==> config.mk <==
export PLATFORM = sky130hd
export DESIGN_NAME = mdmc_dma
export DESIGN_NICKNAME = d
export VERILOG_FILES = /design/src/rtl/mdmc_pkg.sv /design/src/rtl/mdmc_dma.sv
export SDC_FILE = /design/constraint.sdc
export NUM_CORES = 1
export LEC_CHECK = 0
export BUFFER_PORTS_ARGS = -buffer_cell sky130_fd_sc_hd__buf_2
export CORE_UTILIZATION = 30
export DETAILED_ROUTE_END_ITERATION = 7
export GPL_ROUTABILITY_DRIVEN = 0
export PLACE_DENSITY = 0.53
export SETUP_SLACK_MARGIN = 0.15
export SLEW_MARGIN = 20
export SYNTH_ARGS = -nofsm -noshare
export SYNTH_HDL_FRONTEND = slang
export SYNTH_SLANG_ARGS = --single-unit
export TNS_END_PERCENT = 20
==> constraint.sdc <==
create_clock -name hclk -period 2.5 [get_ports hclk]
set_input_delay 0.25 -clock hclk [delete_from_list [all_inputs] [get_ports hclk]]
set_output_delay 0.25 -clock hclk [all_outputs]
set_load 0.005 [all_outputs]
==> src/rtl/mdmc_pkg.sv <==
// mdmc_pkg: shared definitions for the MDMC word-copy engine.
//   - mdmc_state_t : copy-engine state encoding
//   - MDMC_LEN_W   : default width of word count / progress counter
//   - mdmc_stride  : byte stride per data word for a given data width
package mdmc_pkg;

  typedef enum logic [2:0] {
    ST_IDLE    = 3'd0,
    ST_RD_ADDR = 3'd1,
    ST_RD_DATA = 3'd2,
    ST_WR_ADDR = 3'd3,
    ST_WR_DATA = 3'd4,
    ST_DONE    = 3'd5
  } mdmc_state_t;

  localparam int MDMC_LEN_W = 16;

  function automatic int unsigned mdmc_stride(input int unsigned dwidth);
    return dwidth / 8;
  endfunction

endpackage

==> src/rtl/mdmc_dma.sv <==
// mdmc_dma: single-channel word-copy engine feeding the MDMC AHB-lite
// master adapter. Each word is a read request/data phase followed by a
// write request/data phase; nothing is ever pipelined.
//
// Ports:
//   hclk, hreset          clock, synchronous active-high reset
//   start, abort          one-cycle control pulses
//   src_addr, dst_addr    byte addresses of the first source/destination word
//   len                   number of words to copy
//   busy, done, aborted   status (done is a one-cycle pulse, aborted sticky)
//   words_done            words fully written in the current or last copy
//   mdmc_rd, mdmc_wr      request strobes, held until mdmc_ready
//   mdmc_addr, mdmc_wdata request address / write data (the word buffer)
//   mdmc_rdata, mdmc_valid read data return
//   mdmc_ready            bus ready from the adapter
//   dbg_state             current FSM state, for observation only
//
// Handshake: a request (mdmc_rd or mdmc_wr) is held until a cycle where
// mdmc_ready is 1; the following data phase completes on mdmc_valid (read)
// or mdmc_ready (write). Only then may the next address phase start.
module mdmc_dma
  import mdmc_pkg::*;
#(
  parameter int DWIDTH = 32,
  parameter int LEN_W  = MDMC_LEN_W
) (
  input  logic              hclk,
  input  logic              hreset,
  input  logic              start,
  input  logic              abort,
  input  logic [31:0]       src_addr,
  input  logic [31:0]       dst_addr,
  input  logic [LEN_W-1:0]  len,
  output logic              busy,
  output logic              done,
  output logic              aborted,
  output logic [LEN_W-1:0]  words_done,
  output logic              mdmc_rd,
  output logic              mdmc_wr,
  output logic [31:0]       mdmc_addr,
  output logic [DWIDTH-1:0] mdmc_wdata,
  input  logic [DWIDTH-1:0] mdmc_rdata,
  input  logic              mdmc_valid,
  input  logic              mdmc_ready,
  output logic [2:0]        dbg_state
);

  localparam logic [31:0] STRIDE = 32'(mdmc_stride(DWIDTH));

  mdmc_state_t      r_state;
  logic [31:0]      r_src;
  logic [31:0]      r_dst;
  logic [LEN_W-1:0] r_rem;
  logic             r_abort_pend;

  // An abort arriving in the same cycle as the final write completion
  // still counts, so the copy ends after this word.
  logic w_abort_now;
  assign w_abort_now = r_abort_pend | abort;

  assign dbg_state = r_state;

  // mdmc_wdata doubles as the one-word buffer between read and write.
  always_ff @(posedge hclk) begin
    if (hreset) begin
      r_state      <= ST_IDLE;
      r_src        <= '0;
      r_dst        <= '0;
      r_rem        <= '0;
      r_abort_pend <= 1'b0;
      busy         <= 1'b0;
      done         <= 1'b0;
      aborted      <= 1'b0;
      words_done   <= '0;
      mdmc_rd      <= 1'b0;
      mdmc_wr      <= 1'b0;
      mdmc_addr    <= '0;
      mdmc_wdata   <= '0;
    end else begin
      done <= 1'b0;
      case (r_state)
        ST_IDLE: begin
          if (start) begin
            r_src        <= src_addr;
            r_dst        <= dst_addr;
            r_rem        <= len;
            r_abort_pend <= 1'b0;
            words_done   <= '0;
            aborted      <= 1'b0;
            busy         <= 1'b1;
            if (len == '0) begin
              r_state <= ST_DONE;
              done    <= 1'b1;
            end else begin
              r_state   <= ST_RD_ADDR;
              mdmc_rd   <= 1'b1;
              mdmc_addr <= src_addr;
            end
          end
        end
        ST_RD_ADDR: begin
          if (abort) r_abort_pend <= 1'b1;
          if (mdmc_ready) begin
            mdmc_rd <= 1'b0;
            r_state <= ST_RD_DATA;
          end
        end
        ST_RD_DATA: begin
          if (abort) r_abort_pend <= 1'b1;
          if (mdmc_valid) begin
            mdmc_wdata <= mdmc_rdata;
            mdmc_wr    <= 1'b1;
            mdmc_addr  <= r_dst;
            r_state    <= ST_WR_ADDR;
          end
        end
        ST_WR_ADDR: begin
          if (abort) r_abort_pend <= 1'b1;
          if (mdmc_ready) begin
            mdmc_wr <= 1'b0;
            r_state <= ST_WR_DATA;
          end
        end
        ST_WR_DATA: begin
          if (mdmc_ready) begin
            r_src      <= r_src + STRIDE;
            r_dst      <= r_dst + STRIDE;
            r_rem      <= r_rem - 1'b1;
            words_done <= words_done + 1'b1;
            if (r_rem == LEN_W'(1) || w_abort_now) begin
              r_abort_pend <= w_abort_now;
              r_state      <= ST_DONE;
              done         <= 1'b1;
            end else begin
              r_state   <= ST_RD_ADDR;
              mdmc_rd   <= 1'b1;
              mdmc_addr <= r_src + STRIDE;
            end
          end else if (abort) begin
            r_abort_pend <= 1'b1;
          end
        end
        ST_DONE: begin
          if (r_abort_pend) aborted <= 1'b1;
          r_abort_pend <= 1'b0;
          busy         <= 1'b0;
          r_state      <= ST_IDLE;
        end
        default: begin
          r_state <= ST_IDLE;
          busy    <= 1'b0;
          mdmc_rd <= 1'b0;
          mdmc_wr <= 1'b0;
        end
      endcase
    end
  end

endmodule
==> key figures, run 1 <==
Yosys
  – Synth async-reset ratio: 0%
  – Commonest cells post-synth: nand2_1 (196), dfxtp_1 (169), nor2_1 (124), a21oi_1 (120), clkbuf_1 (71)
  – Most frequent cell after synthesis: nand2_1
  – Synth area leader: dfxtp_1
  – Seq/Total Area, Yosys: a little over a third
  – Synth top area share: about 36%
  – Syn Inst Count: 1,230
  – Cell Area, Synth: slightly above 9000 µm²
  – YS warnings: 0
  – Synthesized Nets: between 1,000 and 1,500
  – Netlist cell types: 70
  – FF+latch count, synth: 169
  – Mean Syn Cell Area: approximately 7.6 µm²
  – EDFF count, synth: 0
  – Synth Flop Type: dfxtp_1
  – Synth top area cells: dfxtp_1 (36%), nand2_1 (7.9%), a21oi_1 (6.5%)

Critical path
  – Required time worst endpoint: approximately 2.8 ns
  – Crit path capture type: flip-flop
  – Reg-to-reg endpoint: mdmc_addr[31]$_SDFFE_PP0P_
  – Critical R2R Launch: r_src[8]$_SDFFE_PP0P_
  – CP Cell Sequence: and4_2, nand4_1, nor4_4, xor2_1, a221oi_1, o41ai_2
  – R2R cell count: 6
  – Worst-path fanout max: 7
  – Worst Setup EP: mdmc_addr[31]$_SDFFE_PP0P_
  – Critical path's slowest cell: dfxtp_1
  – Arr. time, crit path: ~2.6 ns
  – Crit path max-delay family: simple AND/OR/NAND/NOR gates
  – Crit path largest cell delay: 0.45 ns
  – Buf/Inv on CP: 0
  – Worst setup startpoint: r_src[8]$_SDFFE_PP0P_
  – R2r setup slk: between 0.15 and 0.2 ns
  – Startpoint class of the critical path: flip-flop
  – WS Path Type: reg2reg
  – Crit path depth: 6

Timing
  – Setup ws final: approximately 0.19 ns
  – Clk_skew: approximately 0.014 ns
  – Slew headroom: a little under three fifths
  – Fin crit period: ~2.3 ns
  – Unrepaired setup endpoints after global routing: yes
  – Final period utilization: approximately 90%
  – Hold Fails Final Rpt: 0
  – Fin. max-slew vios: 0
  – WHS: 0.05322 ns
  – Endpoints failing setup: 0
  – Setup tns final: 0 ns
  – Max frequency: roughly 430 MHz
  – Worst slew pin tran: approximately 0.66 ns

Die
  – Initial core utilization: a little under a third
  – Die height: about 180 µm
  – Die ar.: 31,680 µm²
  – Chip Width: 178.0 µm
  – Top Ports: about 210
  – Std cell rows: 64
  – Core box area: approximately 31,000 µm²

Drt
  – WL met1: around 15,000 µm
  – Initial DRC count: 904
  – Remaining antenna violation count: 0
  – DR WL met2: between 15,000 and 20,000 µm
  – Vias: 10,036
  – Max Used Layer: met4
  – WL final: between 30,000 and 40,000 µm
  – Per-cell routed wire length: about 19 µm
  – # DRC: 0
  – DR vias/cell: between 5 and 6
  – WL met3: ~2200 µm
  – DR pass1 iterations: 5

Power and ir drop
  – Leakage: between 4 and 5 nW
  – Worst VDD drop: roughly 480 µV
  – Internal: roughly 4.8 mW
  – Combinational power share: 19.5%
  – Sequential power share: between 40 and 50%
  – Switching power: around 2.2 mW
  – Pwr/cell area: just over 600 nW/µm²
  – Switching portion of total power: approximately a third
  – Clock share of power: between 30% and 40%
  – Total power: approximately 7.0 mW

Clocking
  – Cts hold-fix bufs: 0
  – Worst-skew pair later-pin latency: 0.43 ns
  – Clock sinks: approximately 170
  – Reg clk slew, reported paths: about 0.070 ns
  – CTS buffer count: 17
  – Root Buffer Master: clkbuf_16
  – CTS max path bufs: 2
  – H-tree depth: 4
  – CTS tree: built

Global route
  – Grt ovf: 0
  – Vias in the first global route: about 8,900
  – Initial antenna violation count: 0
  – Global-route wire length before repair: just over 50,000 µm
  – Largest net degree at the start of global routing: 112
  – All-Layer GR Usage: a little over a fifth

Finish
  – Net count, final: 1,526
  – Final Core Density: approximately 38%
  – FF/Latch Area: roughly 3400 µm²
  – Layout cells sized above 1: about 23%
  – Finished Cell Area: between 10,000 and 15,000 µm²
  – Fillers: about 3,300
  – Syn-to-layout area delta: 23.66%
  – Ant. Diodes: 0
  – Non-filler cells, final: about 1,800
  – Area of the multi-input gates: ~5500 µm²

Outcome
  – Status: completed

Place
  – Place WS: between 0.05 and 0.06 ns
  – Port Buffers: between 200 and 250
  – Cell Count Post-Placement: 1,777
  – Hpwl dp: around 25,000 µm
  – Placed standard-cell area: ~11,000 µm²

Hold path
  – Hold Crit Depth: 3
  – Hold crit path type: in2reg

Flow run
  – Total of max-cap violations: 0
## registers in the layout, summed over array words and instances, names as in the netlist, 3 cells and up
name        flops
words_done     16
mdmc_wdata     32
r_src          32
r_dst          32
r_rem          16
mdmc_addr      32
dbg_state       3
## area by class of cell
| type | count | area share (%) |
|---|---|---|
| multi-input combinational | 944 | 47.81 |
| sequential | 169 | 29.45 |
| timing repair buffer | 257 | 13.25 |
| tap | 396 | 4.312 |
| clock buffer | 21 | 3.920 |
| clock inverter | 11 | 0.8058 |
| inverter | 14 | 0.4574 |
## cells by family after synthesis
logic type                 synth area share [%]
DFF                                       36.41
and+or+nand+nor                           24.98
adders and majority gates                0.6733
buffers and inverters                     5.158
AOI/OAI and AO/OA                         28.39
xor gates and xnor gates                  4.053
muxes                                    0.3367
## metal layers
layer | up-vias | GRT usage [%]
li1 | 4826 | -
met5 | - | 0
met2 | 332 | 35.18
met4 | 0 | 6.197
met3 | 38 | 3.879
met1 | 4840 | 27.91
## worst min path at each step
stage | from | to | slack, ns
5_1_grt | mdmc_rdata[18] | mdmc_wdata[18]$_SDFFE_PP0P_ | 0.05
3_3_place_gp | mdmc_wdata[6]$_SDFFE_PP0P_ | mdmc_wdata[6]$_SDFFE_PP0P_ | 0.44
4_1_cts | mdmc_rdata[11] | mdmc_wdata[11]$_SDFFE_PP0P_ | 0.03
3_5_place_dp | mdmc_wdata[20]$_SDFFE_PP0P_ | mdmc_wdata[20]$_SDFFE_PP0P_ | 0.44
6_report | mdmc_rdata[11] | mdmc_wdata[11]$_SDFFE_PP0P_ | 0.05
2_1_floorplan | dst_addr[0] | r_dst[0]$_SDFFE_PP0P_ | 0.39
## repair_timing
item	4_1_cts	5_1_grt
resized for setup	1	11
pin swaps	0	2
setup buffers	0	3
setup endpoints to repair	9	50
## layout by cell type (no fill, tap or decap), types with 25 or more instances in the layout
cell type    n
buf_4       44
a22oi_1     33
nand3_1     33
nor3_1      29
a21oi_1    120
buf_2      204
a211oi_1    25
nor2_1     124
nand2_1    195
o21ai_0     56
dfxtp_1    169
o22ai_1     35
## power by group through the flow
stage / registers [mW] / logic [mW] / clock network, mW
CTS: 3.10 / 1.35 / 2.59
floorplan: 3.09 / 0.804 / 0
global route: 3.13 / 1.49 / 2.70
detailed placement: 3.16 / 1.34 / 0
finish: 3.11 / 1.36 / 2.53
global placement: 3.15 / 1.33 / 0
## worst register-to-register path, delay by kind of cell (launching register included)
family,cells,cell delay [ns]
AND/OR/NAND/NOR,3,1.16
AO/OA/AOI/OAI,2,0.47
XOR/XNOR,1,0.11
flip-flops,1,0.45
Power figures use the tool's default switching activity.
==> inputs of run 2 (changes only) <==
Settings changed: BUFFER_PORTS_ARGS -buffer_cell sky130_fd_sc_hd__buf_2 to -buffer_cell sky130_fd_sc_hd__clkbuf_2.
==> key figures, run 2 (same netlist as run 1, synthesis figures left out) <==
Timing
  – Clk_skew: around 0.0096 ns
  – Fin. max-slew vios: 0
  – Setup ws final: about 0.24 ns
  – Setup tns final: 0 ns
  – Max frequency: between 400 and 500 MHz
  – Final period utilization: 90.41%
  – Worst slew pin tran: ~0.97 ns
  – WHS: ~0.029 ns
  – Unrepaired setup endpoints after global routing: yes
  – Slew headroom: 35.31%
  – Fin crit period: 2.260 ns
  – Endpoints failing setup: 0
  – Hold Fails Final Rpt: 0

Hold path
  – Hold Crit Depth: 3
  – Hold crit path type: in2reg
  – Hold endpoint: mdmc_wdata[4]$_SDFFE_PP0P_
  – Hold Startpoint: mdmc_rdata[4]

Die
  – Top Ports: 206
  – Std cell rows: 64
  – Die height: approximately 180 µm
  – Chip Width: between 150 and 200 µm
  – Core box area: ~31,000 µm²
  – Die ar.: 31,680 µm²
  – Initial core utilization: between 30 and 40%

Finish
  – FF/Latch Area: 3383 µm²
  – Commonest non-fill, non-tap cell in the layout: clkbuf_2
  – Most frequent cells in the layout: clkbuf_2 (204), nand2_1 (195), dfxtp_1 (169)
  – Finished Cell Area: 11,640 µm²
  – Layout cells sized above 1: 23.45%
  – Syn-to-layout area delta: 25.32%
  – Non-filler cells, final: between 1,500 and 2,000
  – Net count, final: between 1,500 and 2,000
  – Final Core Density: about two fifths
  – Area of the multi-input gates: ~5500 µm²
  – Fillers: approximately 3,200

Critical path
  – Reg-to-reg endpoint: mdmc_addr[27]$_SDFFE_PP0P_
  – Worst-path fanout max: 17
  – Startpoint class of the critical path: flip-flop
  – R2r setup slk: around 0.24 ns
  – Required time worst endpoint: about 2.8 ns
  – Critical R2R Launch: dbg_state[1]$_SDFFE_PP0P_
  – R2R cell count: 8
  – WS Path Type: reg2reg
  – Crit path capture type: flip-flop
  – Arr. time, crit path: 2.60 ns

Place
  – Cell Count Post-Placement: 1,795
  – Place WS: approximately 0.14 ns
  – Hpwl dp: roughly 25,000 µm
  – Placed standard-cell area: 11,010 µm²
  – Port Buffers: a little over 200

Global route
  – Global-route wire length before repair: 52,100 µm
  – Initial antenna violation count: 0
  – All-Layer GR Usage: between 20% and 30%
  – Largest net degree at the start of global routing: 88
  – Grt ovf: 0
  – Vias in the first global route: ~9,000

Clocking
  – Worst-skew pair later-pin latency: ~0.43 ns
  – CTS max path bufs: 2
  – Root Buffer Master: clkbuf_16
  – H-tree depth: 4
  – CTS buffer count: 17
  – CTS tree: built
  – Cts hold-fix bufs: 0
  – Clock sinks: 169
  – Reg clk slew, reported paths: ~0.070 ns

Drt
  – Per-cell routed wire length: roughly 19 µm
  – Vias: 9,942
  – DR pass1 iterations: 5
  – WL final: 34,380 µm
  – Initial DRC count: between 700 and 800
  – Remaining antenna violation count: 0
  – # DRC: 0
  – DR vias/cell: 5.430

Power and ir drop
  – Worst VDD drop: roughly 500 µV
  – Pwr/cell area: approximately 620 nW/µm²
  – Leakage: between 4 and 5 nW
  – Total power: about 7.3 mW

Flow run
  – Total of max-cap violations: 0

Outcome
  – Status: completed
## run 2: worst max path at each step
stage,start,endpoint,depth (start not counted)
after floorplan,r_dst[2]$_SDFFE_PP0P_,r_dst[24]$_SDFFE_PP0P_,7
after global placement,dbg_state[0]$_SDFFE_PP0P_,mdmc_addr[25]$_SDFFE_PP0P_,8
after detailed placement,dbg_state[0]$_SDFFE_PP0P_,mdmc_addr[0]$_SDFFE_PP0P_,8
after CTS,r_dst[2]$_SDFFE_PP0P_,r_dst[28]$_SDFFE_PP0P_,8
after global routing,dbg_state[1]$_SDFFE_PP0P_,mdmc_addr[27]$_SDFFE_PP0P_,8
final,dbg_state[1]$_SDFFE_PP0P_,mdmc_addr[27]$_SDFFE_PP0P_,8
## run 2: cell type report
class	count	area share, %
antenna	2	0.04298
sequential	169	29.06
timing repair buffer	274	14.14
clock buffer	19	3.804
tap	396	4.255
multi-input combinational	944	46.82
inverter	14	0.4513
clock inverter	13	1.429
## run 2: timing repair
action / 4_1_cts / 5_1_grt
setup buffers: 0 / 2
pin swaps: 0 / 1
setup endpoints to repair: 11 / 17
resized for setup: 1 / 1
## run 2: power by group
part | switching (mW) | leakage [nW] | internal [mW] | total (mW)
registers | 0.202 | 1.38 | 2.88 | 3.09
logic | 0.804 | 2.94 | 0.579 | 1.38
clock network | 1.19 | 0.290 | 1.61 | 2.80
## run 2: worst max-delay path, cell delays in order, from the launching register on
cell and delay (ns):
dfxtp_1 0.50, buf_4 0.31, buf_4 0.22, nand2b_1 0.09
nor2_1 0.16, buf_4 0.28, a221oi_1 0.14, buf_4 0.18
o41ai_2 0.27
## run 2: routing by layer
metal / wire length (µm) / part of all wire [%] / vias to the layer above / GRT usage [%]
li1: - / - / 4855 / -
met1: 15170 / 44 / 4748 / 28.00
met2: 16490 / 48 / 301 / 35.77
met3: 1935 / 5.6 / 38 / 3.623
met4: 776 / 2.3 / 0 / 6.838
met5: 0 / 0 / - / 0
